--- src/rtl/paint_scheduler_pkg.sv ---
// rtl/paint_scheduler_pkg.sv - shared framebuffer constants, scheduler states and RGB pixel type
//
// Package fb_pkg: default screen resolution, coordinate width, the write
// scheduler state encoding and the 24-bit RGB pixel struct shared by the
// framebuffers and the VGA path.
package fb_pkg;

    localparam int W_RES   = 640;
    localparam int H_RES   = 480;
    localparam int COORD_W = 11;

    typedef enum logic [1:0] {
        S_CLEAR = 2'd0,
        S_IDLE  = 2'd1,
        S_STAMP = 2'd2
    } state_t;

    typedef struct packed {
        logic [7:0] r;
        logic [7:0] g;
        logic [7:0] b;
    } rgb_t;

endpackage

--- src/rtl/paint_scheduler_if.sv ---
// rtl/paint_scheduler_if.sv - shared framebuffer write port bundle
//
// Carries one pixel write per cycle from the scheduler to the red, green and
// blue framebuffers. There is no back-pressure.
//   wr_en        write strobe
//   wr_x, wr_y   pixel coordinate, valid while wr_en is high
//   wr_r/g/b     pixel data, valid while wr_en is high
// master: the scheduler drives the port. slave: a framebuffer consumes it.
interface paint_scheduler_if;
    import fb_pkg::*;

    logic               wr_en;
    logic [COORD_W-1:0] wr_x;
    logic [COORD_W-1:0] wr_y;
    logic [7:0]         wr_r;
    logic [7:0]         wr_g;
    logic [7:0]         wr_b;

    modport master (output wr_en, wr_x, wr_y, wr_r, wr_g, wr_b);
    modport slave  (input  wr_en, wr_x, wr_y, wr_r, wr_g, wr_b);
endinterface

--- src/rtl/paint_scheduler_raster_counter.sv ---
// rtl/paint_scheduler_raster_counter.sv - 2-D raster walker, x inner, y outer
//
// Ports:
//   CLOCK_50  clock
//   reset     synchronous, active-low; returns the walker to (0,0)
//   clr       synchronous return to (0,0)
//   step      advance one point; (X_MAX-1,Y_MAX-1) wraps back to (0,0)
//   x, y      current point
//   last      high while the current point is the final one
module raster_counter #(
    parameter int X_MAX = 8,
    parameter int Y_MAX = 8,
    parameter int CW    = 12
) (
    input  logic          CLOCK_50,
    input  logic          reset,
    input  logic          clr,
    input  logic          step,
    output logic [CW-1:0] x,
    output logic [CW-1:0] y,
    output logic          last
);

    localparam logic [CW-1:0] X_END = CW'(X_MAX - 1);
    localparam logic [CW-1:0] Y_END = CW'(Y_MAX - 1);

    logic [CW-1:0] x_q;
    logic [CW-1:0] y_q;

    assign x    = x_q;
    assign y    = y_q;
    assign last = (x_q == X_END) && (y_q == Y_END);

    always_ff @(posedge CLOCK_50) begin
        if (!reset || clr) begin
            x_q <= '0;
            y_q <= '0;
        end else if (step) begin
            if (x_q == X_END) begin
                x_q <= '0;
                y_q <= (y_q == Y_END) ? '0 : y_q + 1'b1;
            end else begin
                x_q <= x_q + 1'b1;
            end
        end
    end

endmodule

--- src/rtl/paint_scheduler.sv ---
// rtl/paint_scheduler.sv - arbitrates clear sweep and brush stamp onto the shared framebuffer write port
//
// Ports:
//   CLOCK_50              clock
//   reset                 synchronous, active-low
//   paint_en              level, brush stamping allowed
//   clear_req             one-cycle pulse, request a full-screen clear
//   cursor_x, cursor_y    brush top-left corner
//   color_r/g/b           brush colour
//   wr                    framebuffer write port (master side)
//   busy                  high while a clear or stamp write is being issued
//   clearing              high while a clear write is being issued
module paint_scheduler #(
    parameter int         W_RES   = fb_pkg::W_RES,
    parameter int         H_RES   = fb_pkg::H_RES,
    parameter int         SIZE    = 8,
    parameter logic [7:0] CLEAR_R = 8'd0,
    parameter logic [7:0] CLEAR_G = 8'd0,
    parameter logic [7:0] CLEAR_B = 8'd0
) (
    input  logic                      CLOCK_50,
    input  logic                      reset,
    input  logic                      paint_en,
    input  logic                      clear_req,
    input  logic [10:0]               cursor_x,
    input  logic [10:0]               cursor_y,
    input  logic [7:0]                color_r,
    input  logic [7:0]                color_g,
    input  logic [7:0]                color_b,
    paint_scheduler_if.master         wr,
    output logic                      busy,
    output logic                      clearing
);
    import fb_pkg::*;

    localparam rgb_t CLEAR_RGB = '{r: CLEAR_R, g: CLEAR_G, b: CLEAR_B};

    state_t      state_q;
    logic        pending_q;
    logic        have_last_q;
    logic [10:0] last_x_q;
    logic [10:0] last_y_q;
    logic [10:0] lx_q;
    logic [10:0] ly_q;
    rgb_t        color_q;

    logic        wr_en_q;
    logic [10:0] wr_x_q;
    logic [10:0] wr_y_q;
    rgb_t        wr_rgb_q;
    logic        busy_q;
    logic        clearing_q;

    logic [10:0] clr_x;
    logic [10:0] clr_y;
    logic        clr_last;
    logic [11:0] stp_x;
    logic [11:0] stp_y;
    logic        stp_last;

    logic        go_clear;
    logic        go_stamp;
    logic        moved;
    logic [11:0] stamp_x;
    logic [11:0] stamp_y;
    logic        stamp_in;

    // A pending clear (requested mid-stamp) or a fresh request beats painting.
    assign go_clear = (state_q == S_IDLE) && (clear_req || pending_q);
    assign moved    = (cursor_x != last_x_q) || (cursor_y != last_y_q);
    assign go_stamp = (state_q == S_IDLE) && !go_clear && paint_en
                      && (!have_last_q || moved);

    // Stamp coordinates carry one extra bit so a brush hanging past the
    // right or bottom edge is detected instead of wrapping onto the screen.
    assign stamp_x  = {1'b0, lx_q} + stp_x;
    assign stamp_y  = {1'b0, ly_q} + stp_y;
    assign stamp_in = (stamp_x < 12'(W_RES)) && (stamp_y < 12'(H_RES));

    raster_counter #(.X_MAX(W_RES), .Y_MAX(H_RES), .CW(11)) u_clear_walk (
        .CLOCK_50 (CLOCK_50),
        .reset    (reset),
        .clr      (go_clear),
        .step     (state_q == S_CLEAR),
        .x        (clr_x),
        .y        (clr_y),
        .last     (clr_last)
    );

    raster_counter #(.X_MAX(SIZE), .Y_MAX(SIZE), .CW(12)) u_stamp_walk (
        .CLOCK_50 (CLOCK_50),
        .reset    (reset),
        .clr      (go_stamp),
        .step     (state_q == S_STAMP),
        .x        (stp_x),
        .y        (stp_y),
        .last     (stp_last)
    );

    always_ff @(posedge CLOCK_50) begin
        if (!reset) begin
            state_q     <= S_CLEAR;
            pending_q   <= 1'b0;
            have_last_q <= 1'b0;
            last_x_q    <= '0;
            last_y_q    <= '0;
            lx_q        <= '0;
            ly_q        <= '0;
            color_q     <= '0;
            wr_en_q     <= 1'b0;
            wr_x_q      <= '0;
            wr_y_q      <= '0;
            wr_rgb_q    <= '0;
            busy_q      <= 1'b1;
            clearing_q  <= 1'b1;
        end else begin
            case (state_q)
                S_CLEAR: begin
                    wr_en_q    <= 1'b1;
                    wr_x_q     <= clr_x;
                    wr_y_q     <= clr_y;
                    wr_rgb_q   <= CLEAR_RGB;
                    busy_q     <= 1'b1;
                    clearing_q <= 1'b1;
                    if (clr_last) begin
                        state_q     <= S_IDLE;
                        have_last_q <= 1'b0;
                    end
                end
                S_IDLE: begin
                    wr_en_q    <= 1'b0;
                    busy_q     <= 1'b0;
                    clearing_q <= 1'b0;
                    if (go_clear) begin
                        state_q   <= S_CLEAR;
                        pending_q <= 1'b0;
                    end else if (go_stamp) begin
                        state_q <= S_STAMP;
                        lx_q    <= cursor_x;
                        ly_q    <= cursor_y;
                        color_q <= '{r: color_r, g: color_g, b: color_b};
                    end
                end
                S_STAMP: begin
                    // Clipped pixels still take their cycle, just without the strobe.
                    wr_en_q    <= stamp_in;
                    wr_x_q     <= stamp_x[10:0];
                    wr_y_q     <= stamp_y[10:0];
                    wr_rgb_q   <= color_q;
                    busy_q     <= 1'b1;
                    clearing_q <= 1'b0;
                    if (clear_req) begin
                        pending_q <= 1'b1;
                    end
                    if (stp_last) begin
                        state_q     <= S_IDLE;
                        last_x_q    <= lx_q;
                        last_y_q    <= ly_q;
                        have_last_q <= 1'b1;
                    end
                end
                default: begin
                    state_q <= S_CLEAR;
                end
            endcase
        end
    end

    assign wr.wr_en  = wr_en_q;
    assign wr.wr_x   = wr_x_q;
    assign wr.wr_y   = wr_y_q;
    assign wr.wr_r   = wr_rgb_q.r;
    assign wr.wr_g   = wr_rgb_q.g;
    assign wr.wr_b   = wr_rgb_q.b;
    assign busy      = busy_q;
    assign clearing  = clearing_q;

endmodule

--- src/flat_wrapper.sv ---
// flat-port wrapper written by rule: the top's interface ports become plain ports
module paint_scheduler_flat import fb_pkg::*;
#(
    parameter int         W_RES   = fb_pkg::W_RES,
    parameter int         H_RES   = fb_pkg::H_RES,
    parameter int         SIZE    = 8,
    parameter logic [7:0] CLEAR_R = 8'd0,
    parameter logic [7:0] CLEAR_G = 8'd0,
    parameter logic [7:0] CLEAR_B = 8'd0
)
  (CLOCK_50, reset, paint_en, clear_req, cursor_x, cursor_y, color_r, color_g, color_b, busy, clearing, wr_wr_en, wr_wr_x, wr_wr_y, wr_wr_r, wr_wr_g, wr_wr_b);
  paint_scheduler_if wr_i ();
  input  logic CLOCK_50;
  input  logic reset;
  input  logic paint_en;
  input  logic clear_req;
  input  logic [10:0] cursor_x;
  input  logic [10:0] cursor_y;
  input  logic [7:0] color_r;
  input  logic [7:0] color_g;
  input  logic [7:0] color_b;
  output logic busy;
  output logic clearing;
  output wire logic [$bits(wr_i.wr_en)-1:0] wr_wr_en;
  output wire logic [$bits(wr_i.wr_x)-1:0] wr_wr_x;
  output wire logic [$bits(wr_i.wr_y)-1:0] wr_wr_y;
  output wire logic [$bits(wr_i.wr_r)-1:0] wr_wr_r;
  output wire logic [$bits(wr_i.wr_g)-1:0] wr_wr_g;
  output wire logic [$bits(wr_i.wr_b)-1:0] wr_wr_b;
  assign wr_wr_en = wr_i.wr_en;
  assign wr_wr_x = wr_i.wr_x;
  assign wr_wr_y = wr_i.wr_y;
  assign wr_wr_r = wr_i.wr_r;
  assign wr_wr_g = wr_i.wr_g;
  assign wr_wr_b = wr_i.wr_b;
  paint_scheduler #(.W_RES(W_RES), .H_RES(H_RES), .SIZE(SIZE), .CLEAR_R(CLEAR_R), .CLEAR_G(CLEAR_G), .CLEAR_B(CLEAR_B)) u_core (.CLOCK_50(CLOCK_50), .reset(reset), .paint_en(paint_en), .clear_req(clear_req), .cursor_x(cursor_x), .cursor_y(cursor_y), .color_r(color_r), .color_g(color_g), .color_b(color_b), .wr(wr_i), .busy(busy), .clearing(clearing));
endmodule
--- config.mk ---
export PLATFORM = sky130hd
export DESIGN_NAME = paint_scheduler_flat
export DESIGN_NICKNAME = d
export VERILOG_FILES = /design/src/rtl/paint_scheduler_pkg.sv /design/src/rtl/paint_scheduler_if.sv /design/src/rtl/paint_scheduler_raster_counter.sv /design/src/rtl/paint_scheduler.sv /design/src/flat_wrapper.sv
export SDC_FILE = /design/constraint.sdc
export NUM_CORES = 1
export LEC_CHECK = 0
export ABC_CLOCK_PERIOD_IN_PS = 7300
export BUFFER_PORTS_ARGS = -buffer_cell sky130_fd_sc_hd__buf_4
export CORE_UTILIZATION = 50
export CTS_CLUSTER_SIZE = 16
export DETAILED_ROUTE_END_ITERATION = 6
export GPL_ROUTABILITY_DRIVEN = 0
export PLACE_DENSITY = 0.7
export REMOVE_ABC_BUFFERS = 1
export SETUP_SLACK_MARGIN = 0.02
export SYNTH_ARGS = -nofsm -noshare
export SYNTH_HDL_FRONTEND = slang
export SYNTH_SLANG_ARGS = --single-unit
--- constraint.sdc ---
create_clock -name CLOCK_50 -period 7.3 [get_ports CLOCK_50]
set_clock_uncertainty 0.1 [all_clocks]
set_input_delay 1.46 -clock CLOCK_50 [delete_from_list [all_inputs] [get_ports CLOCK_50]]
set_output_delay 1.46 -clock CLOCK_50 [all_outputs]
set_load 0.01 [all_outputs]
==> results of run 1 <==
synth_stat cells, types with 3 or more instances:
library cell,count
dfxtp_1,167
nor2_1,144
nand2_1,80
mux2i_1,59
a21oi_1,51
xor2_1,46
clkbuf_1,32
a211oi_1,31
ha_1,30
xnor2_1,26
a22oi_1,24
inv_1,20
o21ai_0,20
nand3_1,17
nand4_1,17
nor2b_1,17
nor3_1,13
nor4_1,10
and3_1,9
o21a_1,7
or3_1,6
nand2b_1,5
a21o_1,4
buf_1,4
buf_4,4
o31ai_1,4
nor3b_1,3
o31a_1,3
o41ai_1,3
critical path, delay by kind of cell:
family                 cells  cell delay, ns
AND/OR/NAND/NOR            4            1.11
AO/OA/AOI/OAI              1            0.81
buffers and inverters      2            0.80
XOR/XNOR                   1            0.15
layer usage:
| metal | GRT usage (%) | vias to the layer above | wire length (um) |
|---|---|---|---|
| met5 | 0 | - | 0 |
| li1 | - | 3262 | - |
| met1 | 31.3 | 3004 | 8640 |
| met3 | 5.36 | 19 | 894 |
| met2 | 33.5 | 132 | 7820 |
| met4 | 7.28 | 0 | 235 |
how the worst max path moves through the flow:
stage | startpoint | endpoint | slack (ns) | depth (start not counted)
detailed placement | cursor_y[1] | u_core.u_stamp_walk.x[2]$_SDFFE_PP0P_ | 2.78 | 8
CTS | cursor_y[1] | u_core.u_stamp_walk.x[2]$_SDFFE_PP0P_ | 3.21 | 8
finish | cursor_y[1] | u_core.u_stamp_walk.x[4]$_SDFFE_PP0P_ | 3.21 | 8
global route | cursor_y[1] | u_core.u_stamp_walk.x[9]$_SDFFE_PP0P_ | 2.98 | 8
global placement | cursor_y[1] | u_core.u_stamp_walk.x[9]$_SDFFE_PP0P_ | 2.82 | 8
floorplan | cursor_y[9] | u_core.u_stamp_walk.x[0]$_SDFFE_PP0P_ | 1.17 | 6
through the flow:
step           hold WS [ns]  cells  total power (uW)  area (um^2)
4_1_cts               0.364   1191              1860         9280
2_1_floorplan         0.343    845               957         7640
3_3_place_gp          0.351   1159               993         8700
3_5_place_dp          0.356   1159               993         8700
6_report              0.363   1191              1840         9280
5_1_grt               0.378   1191              1900         9280
power by group through the flow:
stage / sequential (uW) / combinational, uW / clock, uW
2_1_floorplan: 937 / 20.5 / 0
5_1_grt: 916 / 61.1 / 925
4_1_cts: 916 / 56.5 / 887
3_5_place_dp: 937 / 56.3 / 0
6_report: 916 / 55.8 / 873
3_3_place_gp: 937 / 56.3 / 0
cells by family (layout without fill, tap and decap cells):
kind of cell | count (synthesis) | in the layout | synth area share (%)
and+or+nand+nor | 334 | 334 | 19.6
DFF | 167 | 167 | 42.7
AOI/OAI and AO/OA | 159 | 159 | 13.2
xor gates and xnor gates | 72 | 72 | 8.06
buffers and inverters | 64 | 156 | 3.39
muxes | 60 | 60 | 7.69
adders and majority gates | 32 | 32 | 5.31
cell type report:
type                            count  share of cell area, %
Inverter                           21                  0.863
Timing Repair Buffer              103                   8.33
Clock buffer                       23                   5.26
Clock inverter                      9                  0.984
Sequential cell                   167                   36.0
Multi-Input combinational cell    657                   45.7
Tap cell                          211                   2.84
==> results.py, run 1 <==
metrics = {
    "layout": {
        "nNetsFinal": 1049,
        "syn_to_final_growth_pct": 18.6,
        "diodes": 0,
        "largest_register": "u_core.color_q",
        "drive_above_1_share_pct": 14.5,
        "final_util_pct": 60.8,
        "n_fill_cell": 1385,
        "final-seq-area_mm2": 0.00334,
        "layout_commonest_cell": "dfxtp_1",
        "largest_register_ffs": 24,
        "final_cell_mix": "dfxtp_1, nor2_1, buf_4",
        "multiInputGateArea_mm2": 0.00424,
    },
    "floorplanning": {
        "die_x_um": 127,
        "chipHeight_um": 127,
        "core-area_mm2": 0.0153,
        "initial_core_util_pct": 51.3,
        "fp-row-count": 45,
        "ios": 99,
        "dieArea_mm2": 0.0162,
    },
    "clock_tree": {
        "clk_path_buf_depth": 2,
        "clockRootBuffer": "clkbuf_16",
        "clkTransAtPathRegs_ns": 0.07,
        "cts_tree": "built",
        "cts_made_buffers": 17,
        "postCtsHoldBufs": 0,
        "post_cts_buffers": 0,
        "cts_resized": 0,
        "clock-sinks": 167,
        "clk_latency_ns": 0.43,
        "h-tree-depth": 4,
    },
    "routing": {
        "drt_wl_total_mm": 17.6,
        "post_drt_via_cell_ratio": 5.39,
        "wl_per_cell_um": 14.8,
        "firstDrtPassIters": 4,
        "ant_nets": 0,
        "drc_errors": 0,
        "drtIter0Drc": 442,
        "vias": 6417,
    },
    "yosys": {
        "synth.distinct_cells": 53,
        "yosys.area.top_type": "dfxtp_1",
        "yosys_register_bits": 167,
        "synth_top_cell_area_share_pct": 42.7,
        "yosysSeqAreaShare_pct": 42.7,
        "yosysWarnings": 0,
        "netlist_area_mm2": 0.00783,
        "synth_area_leaders": "dfxtp_1, mux2i_1, nor2_1",
        "synth-edff-count": 0,
        "syn_inst": 888,
        "syn_area_per_cell_um2": 8.81,
        "synthArstFlopShare_pct": 0,
        "synth_ff_type": "dfxtp_1",
    },
    "power_and_ir_drop": {
        "swShare_pct": 21.5,
        "seqPwrFrac_pct": 49.7,
        "vdd_drop_max_mv": 0.152,
        "net-switching-power_uw": 397,
        "p_int_uw": 1450,
        "powerDensity_mw_per_mm2": 199,
        "p_clk_share_pct": 47.3,
        "combPwrFrac_pct": 3.0,
        "p_leak_uw": 0.00397,
    },
    "critical_path": {
        "endpoint_kind": "register",
        "crit_chain": "buf_4 > xor2_1 > nor4_1 > nand4_1 > o311ai_4 > buf_4 > nand3_2 > nor2_1",
        "max_stage_delay_ns": 0.81,
        "r2r-start": "u_core.state_q[0]$_SDFFE_PN0P_",
        "crit_top_cell": "buf_4",
        "cp.arrival_ns": 4.35,
        "critical_path_class": "in -> reg",
        "rr_worst_depth": 8,
        "path_max_fanout": 38,
        "crit_required_ns": 7.56,
        "ff2ff_setup_slack_ns": 3.85,
        "critPathLaunchType": "input pin",
        "slowest_stage": "o311ai_4",
        "r2r_end": "u_core.u_stamp_walk.y[9]$_SDFFE_PP0P_",
    },
    "global_route": {
        "antenna_found_initial": 0,
        "grt_pass1_wl_mm": 28.4,
        "grt_pass1_vias": 5721,
        "grt_remaining_overflow": 0,
        "grt_max_degree": 77,
        "track_usage_pct": 22.3,
    },
    "job": {
        "cap_violations": 0,
    },
    "placement": {
        "post-place-ws_ns": 2.78,
        "post-dp-hpwl_mm": 12.3,
        "io_buffers": 98,
    },
    "timing": {
        "rsz0062_at_grt": "no",
        "post-route-min-period_ns": 4.09,
        "fmax_mhz": 245,
        "hold_viol": 0,
        "worst_slack_ns": 3.21,
        "slew_headroom_pct": 38.9,
        "worst_pin_slew_ns": 0.913,
        "drv_slew": 0,
        "fin_crit_sh_pct": 56.0,
        "setup_viol": 0,
        "setup_tns_ns": 0,
    },
    "min_path": {
        "worstHoldStart": "u_core.last_y_q[8]$_SDFFE_PN0P_",
        "hold-path-endpoint": "u_core.last_y_q[8]$_SDFFE_PN0P_",
        "min_path_type": "reg -> reg",
        "holdPathStages": 2,
    },
    "status": {
        "outcome": "finished clean",
    },
}
Power figures use the tool's default switching activity.
==> inputs of run 2 (changes only) <==
--- a/config.mk
+++ b/config.mk
@@ -5,7 +5,8 @@
 export SDC_FILE = /design/constraint.sdc
 export NUM_CORES = 1
 export LEC_CHECK = 0
-export ABC_CLOCK_PERIOD_IN_PS = 7300
+export ABC_AREA = 1
+export ABC_CLOCK_PERIOD_IN_PS = 3970
 export BUFFER_PORTS_ARGS = -buffer_cell sky130_fd_sc_hd__buf_4
 export CORE_UTILIZATION = 50
 export CTS_CLUSTER_SIZE = 16
==> constraint.sdc (replaced) <==
create_clock -name CLOCK_50 -period 3.97 [get_ports CLOCK_50]
set_clock_uncertainty 0.1 [all_clocks]
set_input_delay 0.794 -clock CLOCK_50 [delete_from_list [all_inputs] [get_ports CLOCK_50]]
set_output_delay 0.794 -clock CLOCK_50 [all_outputs]
set_load 0.01 [all_outputs]
==> results.py, run 2 <==
metrics = {
    "critical_path": {
        "path_max_fanout": 26,
        "critPathLaunchType": "register",
        "critical_path_class": "reg -> reg",
        "crit_required_ns": 4.18,
        "endpoint_kind": "register",
        "cp.arrival_ns": 2.83,
    },
    "yosys": {
        "yosys_register_bits": 167,
        "syn_inst": 1185,
        "synthTopCellsByCount": "nand2_1, dfxtp_1, inv_1, a21oi_1, nor2_1",
        "syn_area_per_cell_um2": 7.12,
        "synth_area_leaders": "dfxtp_1, nand2_1, inv_1",
        "synth_top_cell_area_share_pct": 39.6,
        "synthArstFlopShare_pct": 0,
        "yosysSeqAreaShare_pct": 39.6,
        "yosysWarnings": 0,
        "synth_ff_type": "dfxtp_1",
        "yosys.area.top_type": "dfxtp_1",
        "yosysMostFrequentCell": "nand2_1",
        "netlist_area_mm2": 0.00844,
        "synth.distinct_cells": 44,
        "synth-edff-count": 0,
    },
    "routing": {
        "firstDrtPassIters": 5,
        "drtIter0Drc": 484,
        "ant_nets": 0,
        "vias": 7550,
        "drt_wl_total_mm": 20.2,
        "wl_per_cell_um": 13.5,
        "post_drt_via_cell_ratio": 5.04,
        "drc_errors": 0,
    },
    "layout": {
        "final_util_pct": 59.8,
        "final_area_mm2": 0.00988,
        "nNetsFinal": 1346,
        "drive_above_1_share_pct": 14.1,
        "largest_register": "u_core.color_q",
        "n_fill_cell": 1557,
        "largest_register_ffs": 24,
        "syn_to_final_growth_pct": 17.1,
        "final_cell_mix": "nand2_1, dfxtp_1, inv_1",
        "layout_commonest_cell": "nand2_1",
        "diodes": 0,
    },
    "timing": {
        "holdWs_ns": 0.343,
        "slew_headroom_pct": 31.2,
        "setup_viol": 0,
        "drv_slew": 0,
        "post-route-min-period_ns": 2.62,
        "worst_pin_slew_ns": 1.03,
        "fin_crit_sh_pct": 66.0,
        "fmax_mhz": 381,
        "hold_viol": 0,
        "setup_tns_ns": 0,
        "rsz0062_at_grt": "no",
    },
    "global_route": {
        "grt_pass1_wl_mm": 33.1,
        "grt_max_degree": 73,
        "antenna_found_initial": 0,
        "track_usage_pct": 23.6,
        "grt_remaining_overflow": 0,
        "grt_pass1_vias": 6806,
    },
    "placement": {
        "post-dp-hpwl_mm": 14.3,
        "dpl_cell_area_mm2": 0.00930,
        "io_buffers": 98,
    },
    "clock_tree": {
        "cts_resized": 0,
        "clk_latency_ns": 0.44,
        "clock-sinks": 167,
        "clockRootBuffer": "clkbuf_16",
        "post_cts_buffers": 0,
        "cts_tree": "built",
        "h-tree-depth": 4,
        "clkTransAtPathRegs_ns": 0.07,
        "postCtsHoldBufs": 0,
        "clk_path_buf_depth": 2,
        "cts_made_buffers": 17,
    },
    "status": {
        "outcome": "finished clean",
    },
    "power_and_ir_drop": {
        "vdd_drop_max_mv": 0.378,
        "powerDensity_mw_per_mm2": 455,
        "total_power_uw": 4490,
        "p_leak_uw": 0.00407,
    },
    "floorplanning": {
        "initial_core_util_pct": 51.1,
        "dieArea_mm2": 0.0174,
        "ios": 99,
        "fp-row-count": 47,
        "chipHeight_um": 132,
        "core-area_mm2": 0.0165,
        "die_x_um": 132,
    },
    "min_path": {
        "min_path_type": "reg -> reg",
    },
    "job": {
        "cap_violations": 0,
    },
}
==> run 2: cell types whose count changed in the layout (fill, tap and decap cells not counted), moves of 46 or more <==
cell,previous run,this run
nand2_1,80,253
inv_1,20,163
o21ai_0,20,88
a21oi_1,51,118
mux2i_1,59,0
nor2_1,144,97
nand3_1,17,63
==> run 2: worst max-delay path, stage by stage (launching register included) <==
cell,delay (ns)
dfxtp_1,0.43
ha_1,0.24
nand3_1,0.08
nor3_1,0.34
nand2_2,0.15
nor2_4,0.50
inv_2,0.34
o21ai_0,0.24
a21oi_1,0.06
==> run 2: power breakdown <==
group          internal [uW]  switching, uW  total, uW
clock network            891            764       1650
registers               1770           78.4       1850
logic                    287            701        988
==> run 2: path summary, 6_finish.rpt <==
check                                     to                             startpoint  slack [ns]  cells past startpoint
max          u_core.last_x_q[3]$_SDFFE_PN0P_  u_core.u_stamp_walk.y[1]$_SDFFE_PP0P_        1.35                      8
min           u_core.color_q[5]$_SDFFE_PN0P_         u_core.color_q[5]$_SDFFE_PN0P_        0.34                      2
max reg2reg  u_core.last_x_q[3]$_SDFFE_PN0P_  u_core.u_stamp_walk.y[1]$_SDFFE_PP0P_        1.35                      8
min reg2reg   u_core.color_q[5]$_SDFFE_PN0P_         u_core.color_q[5]$_SDFFE_PN0P_        0.34                      2
==> run 2: layout make-up <==
| type | instances | area (um^2) | area share [%] |
|---|---|---|---|
| inverters | 170 | 641 | 6.48 |
| flip-flops and latches | 167 | 3340 | 33.8 |
| multi-input cells | 804 | 4250 | 43.0 |
| repair buffers | 104 | 793 | 8.03 |
| well taps | 220 | 275 | 2.79 |
| clock buffers | 17 | 425 | 4.31 |
| clock inverters | 15 | 154 | 1.56 |
==> run 2: cells by family after synthesis <==
group,after synthesis,share of synthesized area (%)
simple gates,488,25.6
compound gates,254,16.6
buf+inv,214,10.1
flops,167,39.6
fa+ha+maj,32,4.92
xor+xnor,30,3.11
==> run 2: metal layers <==
layer | global-route usage [%] | part of all wire (%) | vias up
met3 | 3.81 | 3.3 | 16
met5 | 0 | 0 | -
met2 | 38.0 | 46 | 132
li1 | - | - | 3991
met1 | 32.6 | 50 | 3411
met4 | 6.98 | 0.99 | 0
==> run 2: through the flow <==
stage	cells	worst slack, ns
2_1_floorplan	1141	0.717
3_3_place_gp	1465	1.27
3_5_place_dp	1465	1.22
4_1_cts	1497	1.35
5_1_grt	1497	1.13
6_report	1497	1.35
